File: src/rtl/rate_counter_pkg.sv
// Shared definitions for the spike-rate monitoring blocks: default widths,
// the rate-counter FSM state encoding and a column-index width helper.
package rate_counter_pkg;

    localparam int DEF_NUM_COLS  = 1;
    localparam int DEF_CNT_WIDTH = 16;
    localparam int DEF_WIN_WIDTH = 20;

    typedef enum logic [1:0] {
        ST_IDLE  = 2'd0,
        ST_COUNT = 2'd1,
        ST_DRAIN = 2'd2
    } rc_state_e;

    // Width of a column index; never below one bit so a single column still
    // has a real result-column port.
    function automatic int col_idx_width(input int n);
        return (n > 1) ? $clog2(n) : 1;
    endfunction

endpackage

File: src/rtl/spike_count_col.sv
// One neuron column: saturating on/off spike counters plus a sticky flag
// recording that a spike arrived while its counter was already full.
module spike_count_col
    import rate_counter_pkg::*;
#(
    parameter int CNT_WIDTH = DEF_CNT_WIDTH
) (
    input  logic                 clk,
    input  logic                 reset,
    input  logic                 clear,
    input  logic                 count_en,
    input  logic                 spike_valid,
    input  logic                 spike_on_off,
    output logic [CNT_WIDTH-1:0] on_cnt,
    output logic [CNT_WIDTH-1:0] off_cnt,
    output logic                 sat
);

    localparam logic [CNT_WIDTH-1:0] CNT_MAX = '1;

    logic [CNT_WIDTH-1:0] on_q;
    logic [CNT_WIDTH-1:0] off_q;
    logic                 sat_q;

    // Count spikes by polarity while enabled; a full counter holds its value
    // and raises the sticky flag instead of wrapping.
    always_ff @(posedge clk) begin
        if (reset || clear) begin
            on_q  <= '0;
            off_q <= '0;
            sat_q <= 1'b0;
        end else if (count_en && spike_valid) begin
            if (spike_on_off) begin
                if (on_q == CNT_MAX) sat_q <= 1'b1;
                else                 on_q  <= on_q + CNT_WIDTH'(1);
            end else begin
                if (off_q == CNT_MAX) sat_q <= 1'b1;
                else                  off_q <= off_q + CNT_WIDTH'(1);
            end
        end
    end

    assign on_cnt  = on_q;
    assign off_cnt = off_q;
    assign sat     = sat_q;

endmodule

File: src/rtl/spike_rate_counter.sv
// Measures per-column on/off spike counts over a programmable window of clk
// cycles, then streams one result per column through a valid/ready port.
module spike_rate_counter
    import rate_counter_pkg::*;
#(
    parameter int NUM_COLS  = DEF_NUM_COLS,
    parameter int CNT_WIDTH = DEF_CNT_WIDTH,
    parameter int WIN_WIDTH = DEF_WIN_WIDTH
) (
    input  logic                                clk,
    input  logic                                reset,
    input  logic [NUM_COLS-1:0]                 spike_valid,
    input  logic [NUM_COLS-1:0]                 spike_on_off,
    input  logic [WIN_WIDTH-1:0]                window_len,
    input  logic                                start,
    input  logic                                stop,
    output logic                                busy,
    output logic                                res_valid,
    input  logic                                res_ready,
    output logic [col_idx_width(NUM_COLS)-1:0]  res_col,
    output logic [CNT_WIDTH-1:0]                res_on_cnt,
    output logic [CNT_WIDTH-1:0]                res_off_cnt,
    output logic [WIN_WIDTH-1:0]                res_elapsed,
    output logic                                res_sat,
    output logic [1:0]                          dbg_state
);

    localparam int               COL_W    = col_idx_width(NUM_COLS);
    localparam logic [COL_W-1:0] LAST_COL = COL_W'(NUM_COLS - 1);

    rc_state_e            state_q, state_d;
    logic [WIN_WIDTH-1:0] win_len_q, win_len_d;
    logic [WIN_WIDTH-1:0] elapsed_q, elapsed_d;
    logic [WIN_WIDTH-1:0] elapsed_inc;
    logic [COL_W-1:0]     col_q, col_d;
    logic                 busy_q;
    logic                 res_valid_q;
    logic                 clear_cols;
    logic                 count_en;

    logic [CNT_WIDTH-1:0] on_all  [NUM_COLS];
    logic [CNT_WIDTH-1:0] off_all [NUM_COLS];
    logic [NUM_COLS-1:0]  sat_all;

    assign elapsed_inc = elapsed_q + WIN_WIDTH'(1);

    // Result handshake: res_valid stays high for the whole DRAIN state and
    // the presented column is held until a cycle with res_valid && res_ready;
    // the following column appears on the very next cycle.

    // Next-state logic: window start, counted cycles, and column draining.
    always_comb begin
        state_d    = state_q;
        win_len_d  = win_len_q;
        elapsed_d  = elapsed_q;
        col_d      = col_q;
        clear_cols = 1'b0;
        count_en   = 1'b0;
        case (state_q)
            ST_IDLE: begin
                if (start && (window_len != '0)) begin
                    clear_cols = 1'b1;
                    win_len_d  = window_len;
                    elapsed_d  = '0;
                    col_d      = '0;
                    state_d    = ST_COUNT;
                end
            end
            ST_COUNT: begin
                count_en  = 1'b1;
                elapsed_d = elapsed_inc;
                if ((elapsed_inc == win_len_q) || stop) begin
                    col_d   = '0;
                    state_d = ST_DRAIN;
                end
            end
            ST_DRAIN: begin
                if (res_ready) begin
                    if (col_q == LAST_COL) begin
                        col_d   = '0;
                        state_d = ST_IDLE;
                    end else begin
                        col_d = col_q + COL_W'(1);
                    end
                end
            end
            default: state_d = ST_IDLE;
        endcase
    end

    // FSM state, window bookkeeping and registered status outputs.
    always_ff @(posedge clk) begin
        if (reset) begin
            state_q     <= ST_IDLE;
            win_len_q   <= '0;
            elapsed_q   <= '0;
            col_q       <= '0;
            busy_q      <= 1'b0;
            res_valid_q <= 1'b0;
        end else begin
            state_q     <= state_d;
            win_len_q   <= win_len_d;
            elapsed_q   <= elapsed_d;
            col_q       <= col_d;
            busy_q      <= (state_d != ST_IDLE);
            res_valid_q <= (state_d == ST_DRAIN);
        end
    end

    for (genvar g = 0; g < NUM_COLS; g++) begin : g_col
        spike_count_col #(
            .CNT_WIDTH (CNT_WIDTH)
        ) u_col (
            .clk          (clk),
            .reset        (reset),
            .clear        (clear_cols),
            .count_en     (count_en),
            .spike_valid  (spike_valid[g]),
            .spike_on_off (spike_on_off[g]),
            .on_cnt       (on_all[g]),
            .off_cnt      (off_all[g]),
            .sat          (sat_all[g])
        );
    end

    // Result mux: select the presented column; outputs read zero outside DRAIN.
    always_comb begin
        res_on_cnt  = '0;
        res_off_cnt = '0;
        res_sat     = 1'b0;
        for (int c = 0; c < NUM_COLS; c++) begin
            if (res_valid_q && (col_q == COL_W'(c))) begin
                res_on_cnt  = on_all[c];
                res_off_cnt = off_all[c];
                res_sat     = sat_all[c];
            end
        end
        res_elapsed = res_valid_q ? elapsed_q : '0;
    end

    assign busy      = busy_q;
    assign res_valid = res_valid_q;
    assign res_col   = col_q;
    assign dbg_state = state_q;

endmodule

File: config.mk
export PLATFORM = sky130hd
export DESIGN_NAME = spike_rate_counter
export DESIGN_NICKNAME = d
export VERILOG_FILES = /design/src/rtl/rate_counter_pkg.sv /design/src/rtl/spike_count_col.sv /design/src/rtl/spike_rate_counter.sv
export SDC_FILE = /design/constraint.sdc
export NUM_CORES = 1
export LEC_CHECK = 0
export CAP_MARGIN = 20
export CORE_UTILIZATION = 52
export CTS_CLUSTER_DIAMETER = 60
export DETAILED_ROUTE_END_ITERATION = 6
export GPL_ROUTABILITY_DRIVEN = 0
export HOLD_SLACK_MARGIN = 0.06
export PLACE_DENSITY = 0.8
export SETUP_SLACK_MARGIN = 0.5
export SYNTH_ARGS = -nofsm -noshare
export SYNTH_HDL_FRONTEND = slang
export SYNTH_SLANG_ARGS = --single-unit
File: constraint.sdc
create_clock -name clk -period 2.7 [get_ports clk]
set_input_delay 0.405 -clock clk [delete_from_list [all_inputs] [get_ports clk]]
set_output_delay 0.405 -clock clk [all_outputs]
set_load 0.01 [all_outputs]
# Word-level counts from Yosys, hierarchy flattened
# Cells that the tools add are included.
# totals
elab_cells	66
register_bits	78
# op_classes
muxes	22
add_sub_neg	4
n_eq_ne	10
reduce_logical	17
n_bitwise	4
# op_table
op	count
$mux W20	2
$pmux W20 S2	1
$add A16 B1 Y16 const B	2
$eq A16 B16 Y1 const B	2
$mux W16	2
$add A20 B1 Y20 const B	1
$eq A20 B20 Y1	1
$reduce_bool A20 Y1	1
$mux W1	11
$reduce_and A3 Y1	3
$mux W2	4
$ne A2 B2 Y1 const B	3
$pmux W2 S3	1
$reduce_bool A2 Y1	3
$eq A2 B2 Y1 const B	2
$not A1 Y1	4
$reduce_and A2 Y1	2
$reduce_and A4 Y1	1
$logic_and A1 B1 Y1	3
$pmux W1 S3	1
$reduce_bool A3 Y1	1
$eq A2 B1 Y1 const B	1
$logic_not A2 Y1	1
$logic_or A1 B1 Y1	2
other kinds (2)	2

# Depth between registers and ports, before layout
# logic_depth
ltp_word	6
depth_mapped	8
depth_no_buf	8

# Cells and area by module
# Synthesis repeated with hierarchy kept, for this count alone.
# hier_totals
cells_unflattened	569
area_unflattened_um2	4628.2
# modules_own_cells
module	area_per_inst_um2	n_inst	cells_per_inst	seq_area_each_um2
spike_rate_counter	2861.5	1	363	880.8
spike_count_col	1766.7	1	206	660.6

# Worst setup path after synthesis
# No wires, ideal clock.
# synth_timing
kind	register to register
from	register elapsed_q[0]
to	register state_q[1], in the netlist dbg_state[1]
path_buffers	0
arrival_ns	2.137
setup_slack_ns	0.476
period_less_slack_ns	2.224
setup_time_ns	0.087
path_stages_with_launch	9
cell_sequence	dfxtp_1 -> ha_1 -> nand3_4 -> nor2_1 -> nand4_1 -> xnor2_1 -> a2111oi_2 -> nand4_1 -> o31ai_1
# synth_via
elab_chain_len	5
# synth_rtl
element	line_no	source
from (decl)	spike_rate_counter.sv:33	logic [WIN_WIDTH-1:0] elapsed_q, elapsed_d;
from (signal assigned)	spike_rate_counter.sv:103	elapsed_q <= elapsed_d;
$add A20 B1 Y20	spike_rate_counter.sv:45	assign elapsed_inc = elapsed_q + WIN_WIDTH'(1);
$eq A20 B20 Y1	spike_rate_counter.sv:72	if ((elapsed_inc == win_len_q) || stop) begin
$logic_or A1 B1 Y1	spike_rate_counter.sv:72	
$mux W2	spike_rate_counter.sv:72	
$pmux W2 S3	spike_rate_counter.sv:59	case (state_q)
to (signal assigned)	spike_rate_counter.sv:101	state_q <= state_d;
to (decl)	spike_rate_counter.sv:31	rc_state_e state_q, state_d;
# No other way between the ends.
# A chain may end at the register's enable or synchronous reset.

# Worst setup path after layout
# layout_timing
from	register elapsed_q[9]
to	register res_valid_q, in the netlist res_valid
# layout_via
elab_chain_len	6
# layout_rtl
element	line_no	source
$add A20 B1 Y20	spike_rate_counter.sv:45	
$eq A20 B20 Y1	spike_rate_counter.sv:72	
$logic_or A1 B1 Y1	spike_rate_counter.sv:72	
$mux W2	spike_rate_counter.sv:72	
$pmux W2 S3	spike_rate_counter.sv:59	
$eq A2 B2 Y1	spike_rate_counter.sv:106	res_valid_q <= (state_d == ST_DRAIN);
to (signal assigned)	spike_rate_counter.sv:106	
to (decl)	spike_rate_counter.sv:37	logic res_valid_q;
# No other way between the ends.

==> summary.md <==
| Metric | Value |
|---|---|
| Port buffer count | 83 |
| Combinational fraction of design power | 0.145 |
| FMAX | 457.7 MHz |
| CTS max path bufs | 2 |
| FF+latch count, synth | 77 |
| Reg power frac | 0.518 |
| H-Tree Depth | 3 |
| Critical path's most frequent cell | nand4_1 |
| CORE AREA | 8217 um^2 |
| Die Ht | 94.02 um |
| DIE AREA | 8839 um^2 |
| Area delta synth->final | 30.38% |
| Seq. cell area | 1577 um^2 |
| Worst-margin pin slew | 592.2 ps |
| Wire per inst | 15.39 um |
| Hold crit path type | reg -> reg |
| Most used DFF post-synth | dfxtp_1 |
| Clock share of power | 0.338 |
| Clock skew | 7.708 ps |
| Yosys cell types | 50 |
| Max Slew Vio Count | 0 |
| Kind of critical path | reg -> reg |
| Initial core utilization | 0.5359 |
| DR iter-0 viols | 257 |
| Filler Cells Inserted | 650 |
| First-pass GRT wire length | 18.73 mm |
| # DRC | 0 |
| Most frequent cells in the layout | nor2_1 (87), clkdlybuf4s50_1 (83), dfxtp_1 (61) |
| Synth warnings | 0 |
| Die W | 94.02 um |
| Commonest non-fill, non-tap cell in the layout | nor2_1 |
| Cells after synthesis | 537 |
| DPL Wire Length | 8.032 mm |
| Fin crit share | 0.8091 |
| Syn Nets | 567 |
| CTS Sinks | 77 |
| Largest net degree at the start of global routing | 44 |
| CTS clk-pin slew, worst paths | 80 ps |
| Row count | 33 |
| Antenna violations before repair | 0 |
| Final #Nets | 654 |
| RSZ-0062 raised after global routing | yes |
| Worst Path Max Fanout | 8 |
| Startpoint types | register |
| Total negative slack | 0 ps |
| Maximum vdd drop | 0.2956 mV |
| Final ANT Viol Nets | 0 |
| FFs w/ async S/R, synth | 0 |
| Reg2reg setup slack | 520 ps |
| Rel. slew slack | 0.6052 |
| Drt pass-1 iters | 5 |
| EDFF count, synth | 0 |
| Final antenna diode count | 0 |
| Critical Path RT | 2960 ps |
| Worst R2R Start | elapsed_q[9]$_SDFFE_PP0P_ |
| Cts hold-fix bufs | 0 |
| Worst R2R End | res_valid$_SDFF_PP0_ |
| Max-Cap Viols | 0 |
| Detailed-route wire length | 11.28 mm |
| Share of cells above drive strength 1 | 0.1401 |
| GRT Overall Usage | 0.2692 |
| Setup crit end kind | register |
| Final Hold Viols | 0 |
| Net Switching | 633.7 uW |
| I/O pins | 85 |
| Worst-Skew Late Latency | 350 ps |
| Status | finished clean |
| Final setup fails | 0 |
| Hold path start | g_col[0].u_col.sat$_SDFFE_PP0P_ |
| Internal power | 1.665 mW |
| Worst path arrival time | 2440 ps |
| Grt total ovfl | 0 |
| Worst path cell trace | nand4_4, nor2_1, nand4_1, xnor2_2, a2111oi_4, nand4_1, o31ai_1 |
| Vias/cell | 5.626 |
| Power per Cell Area | 400.4 nW/um^2 |
| Max incr delay on CP | 430 ps |
| Hold Path End | g_col[0].u_col.sat$_SDFFE_PP0P_ |
| Mapped Area | 4403 um^2 |
| Number of global-route vias before repair | 3890 |
| Worst Path Buf+Inv | 0 |
| Leakage | 2.161 nW |
| Root Buffer | clkbuf_8 |
| Register area share after synthesis | 0.3501 |
| Synthesized area per cell | 8.199 um^2 |
| Reg2Reg Depth | 7 |
| Vias post-DR | 4124 |
| Final critical-path required period | 2185 ps |
| Hold WS | 470.3 ps |
| CP max stage cell | dfxtp_2 |
| TritonCTS clock tree | yes |
| Worst hold stages | 2 |
| Num CTS Buffers | 9 |
| Multi-input gate area | 2801 um^2 |
| Family with the most delay on the worst path | simple AND/OR/NAND/NOR gates |
| Switching portion of total power | 0.2757 |
[worst max-delay path by stage]
| stage | startpoint | to | slack [ps] | cells past startpoint |
|---|---|---|---|---|
| 2_1_floorplan | elapsed_q[0]$_SDFFE_PP0P_ | dbg_state[1]$_SDFF_PP0_ | 520 | 8 |
| 6_report | elapsed_q[9]$_SDFFE_PP0P_ | res_valid$_SDFF_PP0_ | 520 | 7 |
| 3_3_place_gp | window_len[9] | elapsed_q[11]$_SDFFE_PP0P_ | 130 | 9 |
| 4_1_cts | elapsed_q[0]$_SDFFE_PP0P_ | dbg_state[1]$_SDFF_PP0_ | 510 | 8 |
| 5_1_grt | elapsed_q[6]$_SDFFE_PP0P_ | dbg_state[1]$_SDFF_PP0_ | 350 | 8 |
| 3_5_place_dp | window_len[9] | elapsed_q[11]$_SDFFE_PP0P_ | 110 | 9 |
[layer usage]
layer / vias to the layer above / track usage / wire length [um]
met3: 43 / 0.04045 / 635
met5: - / 0 / 0
met1: 1913 / 0.3348 / 4776
met4: 0 / 0.1192 / 428
li1: 2009 / - / -
met2: 159 / 0.4580 / 5440
[cells by family (layout without fill, tap and decap cells)]
logic type / Yosys count / in the layout / synth area share
adders and majority gates: 3 / 3 / 0.008526
buffers and inverters: 37 / 128 / 0.03722
xor gates and xnor gates: 59 / 59 / 0.1174
muxes: 24 / 24 / 0.05513
AOI/OAI and AO/OA: 54 / 54 / 0.07445
and+or+nand+nor: 282 / 282 / 0.3564
other: 1 / 1 / 0.0008517
DFF: 77 / 77 / 0.3501
[area by class of cell]
type | count | share of cell area
clock buffer | 11 | 0.02463
clock inverter | 4 | 0.004359
inverter | 3 | 0.001962
multi-input combinational | 423 | 0.4880
sequential | 77 | 0.2746
tap | 105 | 0.02289
timing repair buffer | 110 | 0.1835
[Yosys cell counts (3+ instances only)]
library cell,n,area [um^2]
nor3_1,13,65.06
or3_1,4,25.02
nand2_1,38,142.6
nor2_1,89,334.1
nand4_1,18,112.6
o21a_1,3,22.52
o21ai_0,16,80.08
and2_1,55,344.1
mux2i_1,22,220.2
clkbuf_1,20,75.07
nand3_1,19,95.09
nand3b_1,3,22.52
and3_1,3,18.77
buf_4,3,22.52
dfxtp_1,77,1541
xor2_1,30,262.8
and4_1,8,70.07
inv_1,3,11.26
nor4_1,10,62.56
buf_2,11,55.05
xnor2_1,29,254.0
ha_1,3,37.54
a21oi_1,20,100.1
a31oi_1,4,25.02
[repair_timing]
item | in CTS | in global routing
cloned | 0 | 0
pin swaps | 5 | 8
hold endpoints to repair | 0 | 0
setup endpoints to repair | 47 | 70
buffers inserted | 3 | 5
resized for setup | 26 | 16
[metrics by stage]
stage,cell area (um^2),utilization,worst slack [ps],cells,power [mW]
CTS,5617,0.6836,509.6,728,2.290
global placement,5370,0.6536,130.6,710,1.522
floorplan,4405,-,524.2,537,1.405
finish,5741,0.6986,515.4,733,2.298
detailed placement,5370,0.6536,112.2,710,1.531
global route,5741,0.6986,349.8,733,2.391
[power by group through the flow]
stage | Sequential (mW) | Combinational (mW) | Clock [mW]
floorplan | 1.21 | 0.191 | 0
global placement | 1.22 | 0.305 | 0
detailed placement | 1.22 | 0.312 | 0
CTS | 1.19 | 0.319 | 0.780
global route | 1.19 | 0.362 | 0.836
finish | 1.19 | 0.332 | 0.776
[registers in the layout, summed over array words and instances (netlist names)]
| register | cells |
|---|---|
| busy | 1 |
| dbg_state | 2 |
| elapsed_q | 20 |
| g_col.u_col.off_cnt | 16 |
| g_col.u_col.on_cnt | 16 |
| g_col.u_col.sat | 1 |
| res_valid | 1 |
| win_len_q | 20 |
[worst min-delay path: cells and delay by family (launching register included)]
kind             cells  cell delay (ps)
AND/OR/NAND/NOR      1               70
AO/OA/AOI/OAI        1               40
flip-flops           1              330
No activity file was read; power rests on OpenSTA's default activity.
